==> src/rtl/fetch_stage.sv <==
// IF stage of the RV32I pipeline: owns the PC, fetches from combinational imem and fills IF/ID.
// Optional performance counters (fetch/stall/flush) are enabled with `define FETCH_PERF_CNT_EN.
module fetch_stage #(
    parameter logic [31:0] RESET_PC  = 32'h0000_0000,
    parameter logic [31:0] NOP_INSTR = 32'h0000_0013,
    parameter int          CNT_W     = 32
) (
    input  logic              clk,
    input  logic              rst_n,
    input  logic              stall_i,
    input  logic              redirect_i,
    input  logic [31:0]       redirect_target_i,
    output logic [31:0]       imem_addr_o,
    input  logic [31:0]       imem_instr_i,
    output logic [31:0]       if_id_pc_o,
    output logic [31:0]       if_id_pc4_o,
    output logic [31:0]       if_id_instr_o,
    output logic              if_id_valid_o,
    output logic              misalign_o
`ifdef FETCH_PERF_CNT_EN
    ,
    output logic [CNT_W-1:0]  perf_fetch_o,
    output logic [CNT_W-1:0]  perf_stall_o,
    output logic [CNT_W-1:0]  perf_flush_o
`endif
);

    // Only the word index is stored, so pc[1:0] is zero by construction.
    logic [29:0] pc_word;
    logic [31:0] pc_plus4;

    assign imem_addr_o = {pc_word, 2'b00};
    assign pc_plus4    = {pc_word + 30'd1, 2'b00};

    always_ff @(posedge clk or negedge rst_n) begin
        if (!rst_n) begin
            pc_word       <= RESET_PC[31:2];
            if_id_pc_o    <= 32'h0;
            if_id_pc4_o   <= 32'h0;
            if_id_instr_o <= NOP_INSTR;
            if_id_valid_o <= 1'b0;
            misalign_o    <= 1'b0;
        end else if (redirect_i) begin
            // Redirect beats stall: the stalled fetch is younger than the branch.
            pc_word       <= redirect_target_i[31:2];
            if_id_instr_o <= NOP_INSTR;
            if_id_valid_o <= 1'b0;
            misalign_o    <= |redirect_target_i[1:0];
        end else if (stall_i) begin
            misalign_o    <= 1'b0;
        end else begin
            pc_word       <= pc_word + 30'd1;
            if_id_pc_o    <= imem_addr_o;
            if_id_pc4_o   <= pc_plus4;
            if_id_instr_o <= imem_instr_i;
            if_id_valid_o <= 1'b1;
            misalign_o    <= 1'b0;
        end
    end

`ifdef FETCH_PERF_CNT_EN
    // Saturating event counters; they stick at all-ones rather than wrap.
    always_ff @(posedge clk or negedge rst_n) begin
        if (!rst_n) begin
            perf_fetch_o <= '0;
            perf_stall_o <= '0;
            perf_flush_o <= '0;
        end else if (redirect_i) begin
            if (perf_flush_o != '1) perf_flush_o <= perf_flush_o + CNT_W'(1);
        end else if (stall_i) begin
            if (perf_stall_o != '1) perf_stall_o <= perf_stall_o + CNT_W'(1);
        end else begin
            if (perf_fetch_o != '1) perf_fetch_o <= perf_fetch_o + CNT_W'(1);
        end
    end
`endif

endmodule

==> config.mk <==
export PLATFORM = sky130hd
export DESIGN_NAME = fetch_stage
export DESIGN_NICKNAME = d
export VERILOG_FILES = /design/src/rtl/fetch_stage.sv
export SDC_FILE = /design/constraint.sdc
export NUM_CORES = 1
export LEC_CHECK = 0
export ABC_AREA = 1
export CAP_MARGIN = 20
export CORE_MARGIN = 4
export CORE_UTILIZATION = 49
export CTS_CLUSTER_DIAMETER = 80
export DETAILED_ROUTE_END_ITERATION = 16
export PLACE_DENSITY = 0.86
export SLEW_MARGIN = 25
export SYNTH_ARGS = -nofsm -noshare
export SYNTH_HDL_FRONTEND = slang
export SYNTH_SLANG_ARGS = --single-unit
==> constraint.sdc <==
create_clock -name clk -period 2 [get_ports clk]
set_input_delay 0.3 -clock clk [delete_from_list [all_inputs] [get_ports clk]]
set_output_delay 0.3 -clock clk [all_outputs]
set_load 0.01 [all_outputs]
==> summary.txt, run 1 <==
Logic synthesis
  – Yosys reg bits: around 120
  – Syn Inst Count: 655
  – Syn. warnings: 0
  – Library cells used by synthesis: 26
  – Post-synthesis cell area: about 5500 sq um
  – Register area share after synthesis: 0.560
  – Avg Inst Size Synth: ~8.5 sq um

STA
  – Final setup fails: 0
  – RSZ-0062 raised after global routing: false
  – Final hold violations: 0
  – Tmin final: 1.83 ns
  – Setup TNS: 0 ns
  – Max Freq: 545 MHz
  – Max-slew violations: 0
  – PnR worst setup slack: 0.166 ns
  – Final Cycle Share: 0.917
  – Skew final: 0.00787 ns
  – Slew HR: 0.598
  – Worst Tran Pin Value: 0.602 ns

Cells and area
  – Layout Area Growth over Synthesis: 48.6%
  – Commonest non-fill, non-tap cell in the layout: nand2_1
  – Share of cells above drive strength 1: 0.0787
  – Most frequent cells in the layout: nand2_1 (263), clkdlybuf4s50_1 (190), dfrtp_1 (121)
  – Nets: 921
  – Antenna Cells: 0
  – Post-route insts no fill: between 1000 and 1500

Power and ir drop
  – Sequential Power Share: 0.404
  – Clock power frac: 0.399
  – Internal cell power: approximately 5.5 mW
  – Gate power share: 0.197
  – PwrDens: 921 nW/um^2
  – Sw Ratio: 0.269
  – Lkg Pwr: 3.93 nW
  – Max IR drop VDD: around 550 uV
  – NetSw: about 2.0 mW

Critical path
  – Max FO, Critical Path: 6
  – Buf+Inv Stages, Crit Path: 1
  – Critical path type: flip-flop to output pin
  – CP max-delay cell: clkdlybuf4s50_1
  – Critical path capture point type: output pin
  – CP delay by family, top: buffers and inverters
  – CP peak stage delay: between 0.6 and 0.7 ns
  – Critical path, cell by cell: clkdlybuf4s50_1
  – Startpoint types: flip-flop
  – Data required, critical path: about 1.7 ns
  – Arr. time, crit path: 1.53 ns

Placement
  – DP Wirelength: roughly 12000 um
  – Port bufs: roughly 190
  – Place WS: around 0.21 ns
  – Placed Cells incl. Taps: 972
  – GP Congestion: 0.860

Routing
  – Drt pass-1 iters: 6
  – Drt drc: 0
  – Vias: 5253
  – Starting DRT DRC Count: between 300 and 400
  – Drt via density: about 5.2
  – Final WL: 16900 um
  – Post-DR wirelength/cell: approximately 17 um
  – Antenna Nets Post-Route: 0

Global route
  – Vias in the first global route: between 5000 and 6000
  – Largest net degree at the start of global routing: 48
  – Aggregate global routing overflow: 0
  – Initial antenna violation count: 0
  – Total GRT Usage: 0.265
  – First-pass GRT wire length: roughly 27000 um

Clock tree
  – Clk Latency, worst-skew pair: 0.41 ns
  – Post-CTS setup buffers: 0
  – TritonCTS clock tree: yes
  – Clock transition at the registers of the reported paths: approximately 0.05 ns
  – CTS buffer count: 17
  – Clock Sinks: ~120
  – H-tree Lvls: 4
  – Clock Tree Root: clkbuf_16
  – CTS max path bufs: 2

Die
  – Die X: between 100 and 150 um
  – Starting density of the core: 0.505
  – Die H: 114 um
  – I/O pin cnt: just under 200
  – Die area: between 10000 and 15000 sq um
  – # rows: 38
  – Area of the core: about 11000 sq um

Flow run
  – Max-Cap Viols: 0

Min path
  – HP Class: input pin to asynchronous set/reset pin

Run status
  – Outcome: completed
## kinds of logic after synthesis
family                     share of synthesized area
and+or+nand+nor                                0.258
DFF                                            0.560
AOI/OAI and AO/OA                              0.103
buffers and inverters                         0.0636
xor gates and xnor gates                      0.0126
adders and majority gates                    0.00225
other                                       0.000676
## power groups by stage
| stage | clock network [mW] | registers [mW] | logic (mW) |
|---|---|---|---|
| 2_1_floorplan | 0 | 3.17 | 0.442 |
| 3_3_place_gp | 0 | 3.08 | 1.46 |
| 3_5_place_dp | 0 | 3.09 | 1.50 |
| 4_1_cts | 3.05 | 3.06 | 1.52 |
| 5_1_grt | 3.17 | 3.10 | 1.63 |
| 6_report | 3.03 | 3.06 | 1.50 |
## layout make-up
class	count	area [sq um]
Inverter	53	199
Tap cell	140	175
Clock buffer	19	433
Timing Repair Buffer	204	2070
Fill cell	752	2740
Clock inverter	12	149
Multi-Input combinational cell	452	2110
Sequential cell	124	3110
## per-layer routing
metal | share of wire | global-route usage | up-vias
li1 | - | - | 2450
met2 | 0.49 | 0.441 | 244
met4 | 0.016 | 0.0871 | 0
met1 | 0.40 | 0.331 | 2529
met5 | 0 | 0 | -
met3 | 0.091 | 0.0825 | 30
## final timing paths
| kind | startpoint | endpoint | slack (ns) | depth (start not counted) |
|---|---|---|---|---|
| setup / recovery | pc_word[15]$_DFFE_PN0P_ | imem_addr_o[17] | 0.17 | 1 |
| setup reg to reg | pc_word[1]$_DFFE_PN0P_ | if_id_pc4_o[18]$_DFFE_PN0P_ | 0.26 | 8 |
| max in group asynchronous | rst_n | pc_word[5]$_DFFE_PN0P_ | 0.95 | 3 |
| min in group clk | if_id_pc_o[7]$_DFFE_PN0P_ | if_id_pc_o[7]$_DFFE_PN0P_ | 0.47 | 2 |
| hold reg to reg | if_id_pc_o[7]$_DFFE_PN0P_ | if_id_pc_o[7]$_DFFE_PN0P_ | 0.47 | 2 |
| hold / removal | rst_n | pc_word[27]$_DFFE_PN0P_ | 0.46 | 2 |
## flip-flops by register name (all words and copies together), names as in the netlist
signal         count
if_id_instr_o     32
if_id_pc4_o       30
if_id_pc_o        30
pc_word           30
if_id_valid_o      1
misalign_o         1
## stage by stage
| step | hold slack [ns] | utilization | instance area, sq um | total power, mW |
|---|---|---|---|---|
| after CTS | 0.474 | 0.751 | 8250 | 7.62 |
| after detailed placement | 0.340 | 0.697 | 7650 | 4.59 |
| after floorplan | 0.00441 | - | 5570 | 3.62 |
| final | 0.464 | 0.751 | 8250 | 7.59 |
| after global placement | 0.337 | 0.697 | 7650 | 4.54 |
| after global routing | 0.497 | 0.751 | 8250 | 7.90 |
## Yosys cell counts
cell	number	area [sq um]
nor2_2	8	50.1
conb_1	1	3.75
buf_2	12	60.1
dfrtp_1	121	3030
nand2_1	263	987
nand2_4	1	11.3
buf_1	3	11.3
o21ai_0	33	165
inv_1	50	188
clkbuf_1	10	37.5
xor2_1	5	43.8
or2_2	1	6.26
o211ai_1	1	7.51
dfstp_2	3	78.8
ha_1	1	12.5
buf_4	6	45.0
nand3_1	28	140
xnor2_1	3	26.3
inv_2	3	11.3
nor2_4	4	45.0
o22a_1	3	26.3
o21ai_1	6	30.0
a22o_1	35	307
nand2_2	6	37.5
nor2_1	41	154
a21oi_1	7	35.0
## what timing repair did
action                    CTS  global route
hold endpoints to repair   36             0
hold buffers                1             0
resized for setup           0             0
Power figures use the tool's default switching activity.
==> run 2: changes to the inputs <==
--- a/config.mk
+++ b/config.mk
@@ -7,11 +7,13 @@
 export LEC_CHECK = 0
 export ABC_AREA = 1
 export CAP_MARGIN = 20
+export CORE_ASPECT_RATIO = 1.25
 export CORE_MARGIN = 4
-export CORE_UTILIZATION = 49
+export CORE_UTILIZATION = 50
+export CTS_BUF_LIST = sky130_fd_sc_hd__clkbuf_4
 export CTS_CLUSTER_DIAMETER = 80
 export DETAILED_ROUTE_END_ITERATION = 16
-export PLACE_DENSITY = 0.86
+export PLACE_DENSITY = 0.88
 export SLEW_MARGIN = 25
 export SYNTH_ARGS = -nofsm -noshare
 export SYNTH_HDL_FRONTEND = slang
==> run 2 against run 1 <==
Setup slack lost 0.10 ns. Largest cell class unchanged. First-iteration DRC count shrank 8.8%. Register-to-register slack gained 0.04 ns. Via count shrank 1.2%. Hold slack lost 0.23 ns. Count of clock-buffer cells in the layout shrank 1.
==> summary.txt, run 2 (synthesis results as in run 1) <==
Critical path
  – Critical path, cell by cell: clkdlybuf4s50_1
  – Reg2reg end: if_id_pc4_o[20]$_DFFE_PN0P_
  – Worst R2R Start: pc_word[1]$_DFFE_PN0P_
  – Buf+Inv Stages, Crit Path: 1 (unchanged)
  – Critical path capture point type: output pin
  – R2r worst-path depth: 8 (unchanged)
  – Startpoint types: flip-flop
  – CP max-delay cell: clkdlybuf4s50_1
  – CP delay by family, top: buffers and inverters
  – Worst path depth: 1 (unchanged)
  – Critical Path Source: pc_word[5]$_DFFE_PN0P_
  – Critical path type: flip-flop to output pin
  – R2R Setup Slk: 0.30 ns (+0.04 ns)
  – Crit path to: imem_addr_o[7]
  – CP peak stage delay: 0.59 ns (-0.03 ns)
  – Max FO, Critical Path: 6 (unchanged)
  – Data required, critical path: 1.70 ns (about the same)
  – Arr. time, crit path: 1.64 ns (+0.11 ns)

Flow run
  – Max-Cap Viols: 0 (unchanged)

Die
  – Starting density of the core: 0.518 (+0.0124)
  – Die X: 102 um (-11%)
  – Area of the core: 10700 sq um (-2.4%)
  – Die area: 12900 sq um (-1.8%)
  – # rows: 42 (+11%)
  – Die H: 126 um (+9.9%)
  – I/O pin cnt: 198 (unchanged)

Placement
  – Placed cell areas: 7650 sq um (about the same)
  – DP Wirelength: 12300 um (+1.2%)
  – Port bufs: 191 (unchanged)
  – Placed Cells incl. Taps: 965 (-0.72%)
  – GP Congestion: 0.925 (+7.6%)

STA
  – Max Freq: 516 MHz (-5.4%)
  – RSZ-0062 raised after global routing: false
  – Skew final: 0.0140 ns (+0.00609 ns)
  – Setup TNS: 0 ns (unchanged)
  – Final hold violations: 0 (unchanged)
  – Tmin final: 1.94 ns (+0.104 ns)
  – Final Cycle Share: 0.969 (+0.0520)
  – Final setup fails: 0 (unchanged)
  – Max-slew violations: 0 (unchanged)

Global route
  – First-pass GRT wire length: 26900 um (-1.4%)
  – Aggregate global routing overflow: 0 (unchanged)
  – Total GRT Usage: 0.267 (+0.00175)
  – Vias in the first global route: 5423 (-0.60%)
  – Initial antenna violation count: 1 (+1)
  – Largest net degree at the start of global routing: 67 (+40%)

Routing
  – Met2 wire len: 8370 um (+0.87%)
  – WL met3: 1590 um (+3.4%)
  – Drt pass-1 iters: 7 (+1)
  – Post-DR wirelength/cell: 16.5 um (-2.1%)
  – M1 WL: 6200 um (-8.5%)
  – Top routing layer used: met4
  – Vias: 5189 (-1.2%)
  – Final WL: 16500 um (-2.4%)
  – Starting DRT DRC Count: 321 (-8.8%)
  – Drt drc: 0 (unchanged)
  – Drt via density: 5.18 (-0.92%)
  – Antenna Nets Post-Route: 0 (unchanged)

Clock tree
  – H-tree Lvls: 4 (unchanged)
  – Clock transition at the registers of the reported paths: 0.11 ns (+0.06 ns)
  – Clock Sinks: 124 (unchanged)
  – CTS buffer count: 17 (unchanged)
  – CTS max path bufs: 2 (unchanged)
  – Clock Tree Root: clkbuf_4
  – Clk Latency, worst-skew pair: 0.54 ns (+0.13 ns)
  – TritonCTS clock tree: yes

Min path
  – HP Class: input pin to asynchronous set/reset pin

Cells and area
  – Nets: 924 (+0.33%)
  – Share of cells above drive strength 1: 0.0922 (+0.0135)
  – # fillers: 748 (-0.53%)
  – Commonest non-fill, non-tap cell in the layout: nand2_1
  – Finished Cell Area: 7980 sq um (-3.2%)
  – Largest register FFs: 32 (unchanged)
  – Most frequent cells in the layout: nand2_1 (263), clkdlybuf4s50_1 (189), dfrtp_1 (113)
  – Top reg by flops: if_id_instr_o
  – Layout Area Growth over Synthesis: 43.8%
  – Post-route insts no fill: 1001 (-0.30%)

Run status
  – Outcome: completed

Power and ir drop
  – PwrDens: 795 nW/um^2 (-14%)
  – Max IR drop VDD: 485 uV (-13%)
  – Pwr Total: 6.34 mW (-16%)
  – Lkg Pwr: 3.81 nW (-3.1%)
[run 2: cell types whose count changed in the layout (fill, tap and decap cells not counted), sizes merged]
cell | previous run | this run
clkinv | 5 | 7
diode | 0 | 1
buf | 13 | 16
clkdlybuf4s50 | 190 | 189
dlymetal6s2s | 0 | 1
clkbuf | 19 | 18
[run 2: what timing repair did]
item | in CTS | in global routing
setup endpoints to repair | 0 | 10
hold buffers | 1 | 0
buffers inserted | 0 | 2
endpoints found under the hold margin | 35 | 0
gates resized for setup | 0 | 9
[run 2: how the worst min path moves through the flow]
| stage | start | cells past startpoint | end | slack [ns] |
|---|---|---|---|---|
| floorplan | rst_n | 0 | if_id_instr_o[10]$_DFFE_PN0P_ | 0.004 |
| global placement | rst_n | 1 | if_id_instr_o[25]$_DFFE_PN0P_ | 0.28 |
| detailed placement | rst_n | 1 | if_id_instr_o[29]$_DFFE_PN0P_ | 0.29 |
| CTS | rst_n | 2 | if_id_instr_o[29]$_DFFE_PN0P_ | 0.21 |
| global route | rst_n | 2 | misalign_o$_DFF_PN0_ | 0.25 |
| finish | rst_n | 2 | if_id_instr_o[20]$_DFFE_PN0P_ | 0.24 |
[run 2: report_power, final]
group,internal (mW),total [mW],switching [mW]
Clock,0.857,1.79,0.931
Combinational,0.815,1.51,0.698
Sequential,2.80,3.04,0.246
Total,4.47,6.34,1.87
[run 2: layer usage]
metal  up-vias  global-route usage
li1       2463                   -
met1      2475               0.318
met2       221               0.437
met3        30               0.108
met4         0              0.0896
met5         -                   0
[run 2: area by class of cell]
cell class	count	area (sq um)	area share
timing repair buffer	207	2100	0.263
antenna	1	2.50	0.000314
clock buffer	18	135	0.0169
multi-input combinational	452	2110	0.265
tap	132	165	0.0207
inverter	53	199	0.0249
sequential	124	3120	0.391
clock inverter	14	153	0.0191
[run 2: through the flow]
stage                     utilization  worst slack, ns  hold slack, ns
after floorplan                     -            0.541         0.00441
after global placement          0.714            0.233           0.284
after detailed placement        0.714            0.213           0.292
after CTS                       0.742          0.00563           0.215
after global routing            0.744          0.00270           0.247
final                           0.744           0.0625           0.237
==> run 3: changes to the inputs <==
--- a/config.mk
+++ b/config.mk
@@ -9,11 +9,10 @@
 export CAP_MARGIN = 20
 export CORE_ASPECT_RATIO = 1.25
 export CORE_MARGIN = 4
-export CORE_UTILIZATION = 50
-export CTS_BUF_LIST = sky130_fd_sc_hd__clkbuf_4
+export CORE_UTILIZATION = 49
 export CTS_CLUSTER_DIAMETER = 80
 export DETAILED_ROUTE_END_ITERATION = 16
-export PLACE_DENSITY = 0.88
+export PLACE_DENSITY = 0.86
 export SLEW_MARGIN = 25
 export SYNTH_ARGS = -nofsm -noshare
 export SYNTH_HDL_FRONTEND = slang
==> run 3 against run 2 <==
First-iteration DRC count down 2.8%. Sequential power about the same. Routed wire length up 0.98%. Critical path type unchanged. Utilization up 0.28 points. Total power up 21%. Clock power up 73%. Hold slack better by 0.11 ns. Clock skew down 0.0067 ns. Largest cell class unchanged. Combinational power about the same. Highest routed layer unchanged. Cell count up 0.40%.
==> summary.txt, run 3 (synthesis results as in run 1) <==
Die
  – Die area: 13100 sq um (+1.9%)
  – Die X: 103 um (+0.93%)
  – Area of the core: 11100 sq um (+3.4%)
  – # rows: 43 (+2.4%)
  – I/O pin cnt: 198 (unchanged)
  – Starting density of the core: 0.501 (-0.0169)
  – Die H: 127 um (+0.95%)

Critical path
  – Critical path type: flip-flop to output pin
  – Critical Path Source: pc_word[2]$_DFFE_PN0P_
  – Max FO, Critical Path: 8 (+2)
  – CP peak stage delay: 0.61 ns (+0.02 ns)
  – Critical path capture point type: output pin
  – Data required, critical path: 1.70 ns (about the same)
  – Worst R2R Start: pc_word[1]$_DFFE_PN0P_
  – Critical path, cell by cell: clkdlybuf4s50_1
  – CP delay by family, top: buffers and inverters
  – Arr. time, crit path: 1.55 ns (-0.09 ns)
  – Buf+Inv Stages, Crit Path: 1 (unchanged)
  – CP max-delay cell: clkdlybuf4s50_1
  – Startpoint types: flip-flop

Routing
  – Drt via density: 5.14 (-0.86%)
  – M1 WL: 6480 um (+4.5%)
  – Starting DRT DRC Count: 312 (-2.8%)
  – Vias: 5165 (-0.46%)
  – Met2 wire len: 8600 um (+2.8%)
  – Post-DR wirelength/cell: 16.6 um (+0.58%)
  – Drt pass-1 iters: 4 (-3)
  – Final WL: 16600 um (+0.98%)
  – Top routing layer used: met4
  – Drt drc: 0 (unchanged)
  – WL met3: 1140 um (-28%)
  – Antenna Nets Post-Route: 0 (unchanged)

Global route
  – Aggregate global routing overflow: 0 (unchanged)
  – Largest net degree at the start of global routing: 47 (-30%)
  – Total GRT Usage: 0.264 (-0.00269)
  – Vias in the first global route: 5362 (-1.1%)
  – First-pass GRT wire length: 26800 um (-0.28%)
  – Initial antenna violation count: 0 (-1)

Cells and area
  – Post-route insts no fill: 1005 (+0.40%)
  – # fillers: 790 (+5.6%)
  – Top reg by flops: if_id_instr_o
  – Largest register FFs: 32 (unchanged)
  – Commonest non-fill, non-tap cell in the layout: nand2_1
  – Nets: 926 (+0.22%)
  – Final Util: 0.747 (+0.00284)
  – Antenna Cells: 0 (-1)
  – Most frequent cells in the layout: nand2_1 (263), clkdlybuf4s50_1 (190), dfrtp_1 (121)
  – Layout Area Growth over Synthesis: 49.3%
  – Share of cells above drive strength 1: 0.0874 (-0.00481)

Flow run
  – Max-Cap Viols: 0 (unchanged)

Clock tree
  – CTS max path bufs: 2 (unchanged)
  – TritonCTS clock tree: yes
  – Clock transition at the registers of the reported paths: 0.05 ns (-0.06 ns)
  – Clk Latency, worst-skew pair: 0.42 ns (-0.12 ns)
  – H-tree Lvls: 4 (unchanged)
  – CTS buffer count: 17 (unchanged)
  – Clock Tree Root: clkbuf_16
  – Post-CTS setup buffers: 0 (unchanged)
  – Post_cts resized: 0 (unchanged)
  – Clock Sinks: 124 (unchanged)

STA
  – WHS: 0.348 ns (+0.111 ns)
  – Final setup fails: 0 (unchanged)
  – Max Freq: 541 MHz (+4.9%)
  – Setup TNS: 0 ns (unchanged)
  – Final Cycle Share: 0.923 (-0.0454)
  – Max-slew violations: 0 (unchanged)
  – Final hold violations: 0 (unchanged)
  – Tmin final: 1.85 ns (-0.0907 ns)
  – RSZ-0062 raised after global routing: false
  – Skew final: 0.00726 ns (-0.00670 ns)

Power and ir drop
  – Lkg Pwr: 3.95 nW (+3.8%)
  – Max IR drop VDD: 569 uV (+17%)
  – PwrDens: 923 nW/um^2 (+16%)
  – Pwr Total: 7.65 mW (+21%)

Placement
  – Port bufs: 191 (unchanged)
  – Placed Cells incl. Taps: 972 (+0.73%)
  – DP Wirelength: 12200 um (-0.47%)
  – GP Congestion: 0.888 (-4.0%)

Run status
  – Outcome: completed

Min path
  – HP Class: input pin to asynchronous set/reset pin
[run 3: layout make-up]
| cell class | instances | area, sq um | share of cell area |
|---|---|---|---|
| multi-input cells | 452 | 2110 | 0.255 |
| flip-flops and latches | 124 | 3110 | 0.375 |
| well taps | 135 | 169 | 0.0204 |
| clock buffers | 17 | 425 | 0.0514 |
| repair buffers | 209 | 2100 | 0.253 |
| inverters | 53 | 199 | 0.0240 |
| clock inverters | 15 | 173 | 0.0208 |
[run 3: final timing paths]
check	to	slack [ns]	cells past startpoint
worst max register to register	pc_word[20]$_DFFE_PN0P_	0.19	8
worst min-delay path	if_id_instr_o[19]$_DFFE_PN0P_	0.35	2
min in group clk	misalign_o$_DFF_PN0_	0.45	3
max in group asynchronous	if_id_instr_o[4]$_DFFE_PN1P_	1.01	3
worst max-delay path	imem_addr_o[4]	0.15	1
worst min register to register	if_id_pc_o[4]$_DFFE_PN0P_	0.47	2
[run 3: routing by layer]
layer,global-route usage,up-vias
li1,-,2462
met1,0.323,2464
met2,0.446,208
met3,0.0655,31
met4,0.101,0
met5,0,-
[run 3: stage by stage]
step	worst slack [ns]	cell area, sq um
finish	0.153	8280
global route	0.0509	8280
CTS	0.152	8280
detailed placement	0.213	7670
global placement	0.242	7670
floorplan	0.541	5570
[run 3: timing repair]
item | 4_1_cts | 5_1_grt
endpoints found under the hold margin | 24 | 0
setup endpoints to repair | 0 | 0
hold buffers | 1 | 0
[run 3: power by group]
group | internal, mW | switching [mW] | total, mW
Clock | 1.95 | 1.14 | 3.09
Sequential | 2.80 | 0.239 | 3.04
Combinational | 0.816 | 0.702 | 1.52
==> RTL edit 1 (settings of run 1) <==
The option `FETCH_PERF_CNT_EN` is turned on by a define.
--- a/src/rtl/fetch_stage.sv
+++ b/src/rtl/fetch_stage.sv
@@ -2,2 +2,4 @@
 // Optional performance counters (fetch/stall/flush) are enabled with `define FETCH_PERF_CNT_EN.
+`define FETCH_PERF_CNT_EN
+
 module fetch_stage #(
Formal check against the unedited RTL (old outputs only; new: perf_fetch_o, perf_flush_o and perf_stall_o): equivalent (equiv_simple and equiv_induct, registers matched by name and starting in step).
==> RTL edit 1 against run 1 <==
- total power increased by 68%
- sequential cell count increased by 96
- synthesized area increased by 120%
- cell area increased by 98%
- wire length increased by 120%
- worst setup slack got worse by 0.10 ns
- non-clock buffer count increased by 123
- maximum frequency decreased by 5.3%
- largest power group unchanged
==> RTL edit 1: results (changes against run 1) <==
clock_network:
  clockRootBuffer: "clkbuf_16"
  cts_buffers: 26  # +9
  clock_latency_ns: 0.54  # +0.13 ns
  htree_levels: 1  # -3
  clk_pin_slew_ns: 0.06
  cts_buffer_depth: 3  # +1
worst_setup_path:
  cp-start-kind: "flip-flop"
  r2r-start: "perf_stall_o[1]"
  crit_arrival_ns: 1.64  # +0.11 ns
  reg2regPathDepth: 10  # +2
  cp_max_fo: 7  # +1
  startpoint: "pc_word[4]"
  slowest_delay_ns: 0.60  # -0.02 ns
  path_delay_family: "buffers and inverters"
  reg2reg_slack_ns: 0.15  # -0.11 ns
  reg2reg_to: "perf_stall_o[26]"
  slowest_stage: "clkdlybuf4s50_1"
route:
  drtAntennaViolNets: 0  # unchanged
  drt_first_pass_iters: 6  # unchanged
  drt-initial-drc-count: 1005  # +190%
  viasPerCell: 5.19  # -0.78%
  wire_per_inst_um: 15.9  # -5.5%
status:
  status: "finished clean"
sta:
  skew_ns: 0.0141  # +0.00624 ns
  hold_ws_ns: 0.298  # -0.166 ns
  tightest_slew_ns: 0.523  # -0.0794 ns
hold_path:
  hp-class: "in2async"
power:
  peakVddDrop_mv: 0.604  # +8.9%
  cellPowerDensity_mw_per_mm2: 781  # -15%
  leakagePower_nw: 7.63  # +94%
logic_synthesis:
  synth.avg_cell_area_um2: 7.15  # -16%
  synthArstFlopShare: 1.00  # unchanged
  synthTopCellsByCount: "792 x nand2_1, 217 x dfrtp_1, 188 x nor2_1"
  ys_warn_count: 0  # unchanged
  yosys-top-cells-area: "dfrtp_1 45%, nand2_1 25%, nor2_1 5.9%"
  synth_ff_type: "dfrtp_1"
  ys_seq_area_frac: 0.459  # -0.101
  synth_cell_types: 35  # +35%
finish:
  nets: 2065  # +120%
  fill_cells: 2043  # +170%
  stdcell_count: 2334  # +130%
  final_layout_size_suffix_gt1_frac: 0.0657  # -0.0130
  n_antenna_cell: 0  # unchanged
placed_design:
  dp_hpwl_mm: 27.3  # +130%
  io_buffers: 287  # +50%
  globalplace.congestion: 0.932  # +8.4%
  postPlaceCellArea_mm2: 0.0154  # +100%
global_route:
  track_usage: 0.266  # +0.000792
  grt_antenna_before_repair: 0  # unchanged
  grt_max_degree: 62  # +29%
  grt_pass1_vias: 11600  # +110%
  grt_pass1_wl_mm: 58.8  # +120%
floorplan:
  die_width_um: 165  # +44%
==> RTL edit 1: worst max path at each step <==
stage | depth (start not counted) | to
floorplan | 11 | perf_flush_o[30]
global placement | 8 | if_id_pc4_o[28]
detailed placement | 8 | if_id_pc4_o[28]
CTS | 2 | imem_addr_o[17]
global route | 1 | imem_addr_o[6]
finish | 1 | imem_addr_o[6]
==> RTL edit 1: stage by stage <==
stage / setup WS, ns / total power (W)
5_1_grt: 0.000624 / 0.0133
3_5_place_dp: 0.105 / 0.00772
2_1_floorplan: 0.291 / 0.00627
6_report: 0.0644 / 0.0128
3_3_place_gp: 0.132 / 0.00766
4_1_cts: 0.00631 / 0.0129
==> RTL edit 1: where the power goes <==
group          switching (W)  total, W  internal, W  leakage (nW)
combinational        0.00117   0.00237      0.00120          4.29
clock                0.00191   0.00510      0.00319         0.454
sequential          0.000445   0.00530      0.00486          2.88
total                0.00352    0.0128      0.00925          7.63
==> RTL edit 1: metal layers <==
layer,track usage,routed length (um)
met1,0.339,14800
met2,0.452,17900
met3,0.0601,3280
met4,0.0836,1120
met5,0,0
==> RTL edit 1: cells by family after synthesis <==
logic type      Yosys count  synth area share
fa+ha+maj                 4           0.00417
buf+inv                 182            0.0680
simple gates           1128             0.382
other cells               1          0.000312
xor+xnor                 45            0.0328
compound gates           99            0.0535
flops                   220             0.459
==> RTL edit 1: repair_timing <==
action / in CTS / in global routing
gates cloned: 0 / 2
setup endpoints to repair: 2 / 52
hold endpoints to repair: 52 / 0
hold buffers: 1 / 0
resized for setup: 2 / 10
pin swaps: 0 / 2
buffers inserted: 0 / 1
==> RTL edit 1: area by class of cell <==
class,instances,area share
clock buffer,36,0.0469
clock inverter,9,0.0102
inverter,134,0.0312
multi-input combinational,1284,0.351
sequential,220,0.337
tap,324,0.0248
timing repair buffer,327,0.199
==> RTL edit 2 (config.mk and constraints of run 1) <==
Made on the original files. Add an input register stage for `redirect_target_i`; this delays it by one clock. The other inputs are not delayed to match.
--- a/src/rtl/fetch_stage.sv
+++ b/src/rtl/fetch_stage.sv
@@ -27,2 +27,8 @@
 
+    logic [31:0] redirect_target_q;
+
+    always_ff @(posedge clk) begin
+        redirect_target_q <= redirect_target_i;
+    end
+
     // Only the word index is stored, so pc[1:0] is zero by construction.
@@ -44,6 +50,6 @@
             // Redirect beats stall: the stalled fetch is younger than the branch.
-            pc_word       <= redirect_target_i[31:2];
+            pc_word       <= redirect_target_q[31:2];
             if_id_instr_o <= NOP_INSTR;
             if_id_valid_o <= 1'b0;
-            misalign_o    <= |redirect_target_i[1:0];
+            misalign_o    <= |redirect_target_q[1:0];
         end else if (stall_i) begin
Behaviour: not the same (Yosys sat finds a counterexample within 4 cycles, from zero or initial values and one cycle with rst_n low).
==> RTL edit 2 against run 1 <==
- worst setup slack improved by 0.0012 ns
- highest routed layer unchanged
- count of clock-buffer cells in the layout rose by 5
- critical path type unchanged
- critical path depth did not move
- die area rose by 10%
- largest cell class unchanged
- largest power group unchanged
- total power rose by 8.7%
- sequential cell count rose by 32
- hold slack got worse by 0.19 ns
- maximum frequency barely moved
- synthesized area rose by 11%
- cell area rose by 7.9%
- wire length rose by 3.4%
- non-clock buffer count rose by 4
==> RTL edit 2: results (changes against run 1) <==
placed_design:
  post-place-ws_ns: 0.113  # -0.0931 ns
  postPlaceCellArea_mm2: 0.00834  # +8.9%
  io_buffers: 191  # unchanged
  dp_hpwl_mm: 12.7  # +4.3%
  globalplace.congestion: 0.907  # +5.5%
clock_network:
  clk_pin_slew_ns: 0.06
  clockRootBuffer: "clkbuf_16"
  cts_buffer_depth: 2  # unchanged
  clock_latency_ns: 0.42
  cts_buffers: 17  # unchanged
  postCtsSetupRepairBufs: 0  # unchanged
status:
  status: "finished clean"
worst_setup_path:
  slowest_stage: "clkdlybuf4s50_1"
  cp-start-kind: "flip-flop"
  slowest_delay_ns: 0.62  # about the same
  reg2regPathDepth: 8  # unchanged
  reg2reg_to: "if_id_pc4_o[12]"
  startpoint: "pc_word[15]"
  path_delay_family: "buffers and inverters"
  critical_path.endpoint: "imem_addr_o[17]"
  crit_arrival_ns: 1.53  # about the same
  cp_max_fo: 6  # unchanged
  reg2reg_slack_ns: 0.31  # +0.05 ns
  r2r-start: "pc_word[1]"
route:
  viasPerCell: 5.07  # -3.1%
  drt-initial-drc-count: 364  # +3.4%
  wl_mm: 17.5  # +3.4%
  drt_first_pass_iters: 7  # +1
hold_path:
  hp-class: "in2async"
logic_synthesis:
  synthTopCellsByCount: "269 x nand2_1, 121 x dfrtp_1, 49 x inv_1"
  ys_seq_area_frac: 0.607  # +0.0471
  synthArstFlopShare: 0.795  # -0.205
  synth_ff_type: "dfrtp_1"
  yosys-top-cells-area: "dfrtp_1 49%, nand2_1 16%, dfxtp_1 10%"
  synth_cell_types: 26  # unchanged
  ys_warn_count: 0  # unchanged
power:
  leakagePower_nw: 4.18  # +6.4%
  peakVddDrop_mv: 0.483  # -13%
global_route:
  grt_max_degree: 68  # +42%
  grt_pass1_wl_mm: 28.5  # +4.4%
  track_usage: 0.251  # -0.0140
  grt_antenna_before_repair: 0  # unchanged
  grt_pass1_vias: 5536  # +1.5%
finish:
  nets: 958  # +4.0%
  top_regs: "if_id_instr_o x32, redirect_target_q x32"
  final_layout_size_suffix_gt1_frac: 0.0721  # -0.00656
  n_antenna_cell: 0  # unchanged
sta:
  slew_headroom: 0.663  # +0.0646
  skew_ns: 0.0114  # +0.00352 ns
  setup_ws_ns: 0.168  # +0.00124 ns
  setup_viol: 0  # unchanged
==> RTL edit 2: cell count changes after synthesis, moves of 2 or more <==
cell / before / now
nor2_1: 41 / 44
dfxtp_1: 0 / 32
nand2_1: 263 / 269
o21ai_0: 33 / 37
o21ai_1: 6 / 0
nand2_2: 6 / 4
==> RTL edit 2: routing by layer <==
| layer | GRT usage | wire, um | up-vias |
|---|---|---|---|
| met5 | 0 | 0 | - |
| met4 | 0.0673 | 234 | 0 |
| met3 | 0.0917 | 1660 | 23 |
| met1 | 0.315 | 7010 | 2611 |
| met2 | 0.414 | 8540 | 221 |
| li1 | - | - | 2564 |
==> RTL edit 2: cells by family after synthesis <==
kind of cell,share of synthesized area
simple gates,0.231
flops,0.607
compound gates,0.0922
buf+inv,0.0559
xor+xnor,0.0114
fa+ha+maj,0.00203
other cells,0.000608
==> RTL edit 2: repair_timing <==
action	4_1_cts	5_1_grt
endpoints found under the hold margin	57	0
gates resized for setup	0	0
hold buffers	1	0
==> RTL edit 2: report_power, final <==
part / total, W / internal [W] / switching (W)
combinational: 0.00151 / 0.000814 / 0.000699
sequential: 0.00373 / 0.00347 / 0.000257
clock: 0.00301 / 0.00180 / 0.00121
==> RTL edit 2: worst min path at each step <==
stage                from                end  slack (ns)  depth (start not counted)
CTS                 rst_n     if_id_pc_o[19]        0.26                          2
finish              rst_n    if_id_pc4_o[17]        0.27                          2
detailed placement  rst_n  if_id_instr_o[20]        0.14                          1
global route        rst_n    if_id_pc4_o[18]        0.28                          2
global placement    rst_n  if_id_instr_o[19]        0.14                          1
floorplan           rst_n  if_id_instr_o[10]       0.004                          0
==> RTL edit 2: cell type report <==
type,instances,area [um2]
Sequential cell,156,3750
Fill cell,896,3270
Multi-Input combinational cell,455,2100
Timing Repair Buffer,208,2090
Clock buffer,24,482
Tap cell,168,210
Inverter,51,191
Clock inverter,7,67.6
==> RTL edit 2: metrics by stage <==
step	util	hold WS, ns	instances
2_1_floorplan	-	0.00441	693
3_3_place_gp	0.685	0.136	1037
3_5_place_dp	0.685	0.138	1037
4_1_cts	0.731	0.260	1069
5_1_grt	0.731	0.279	1069
6_report	0.731	0.272	1069
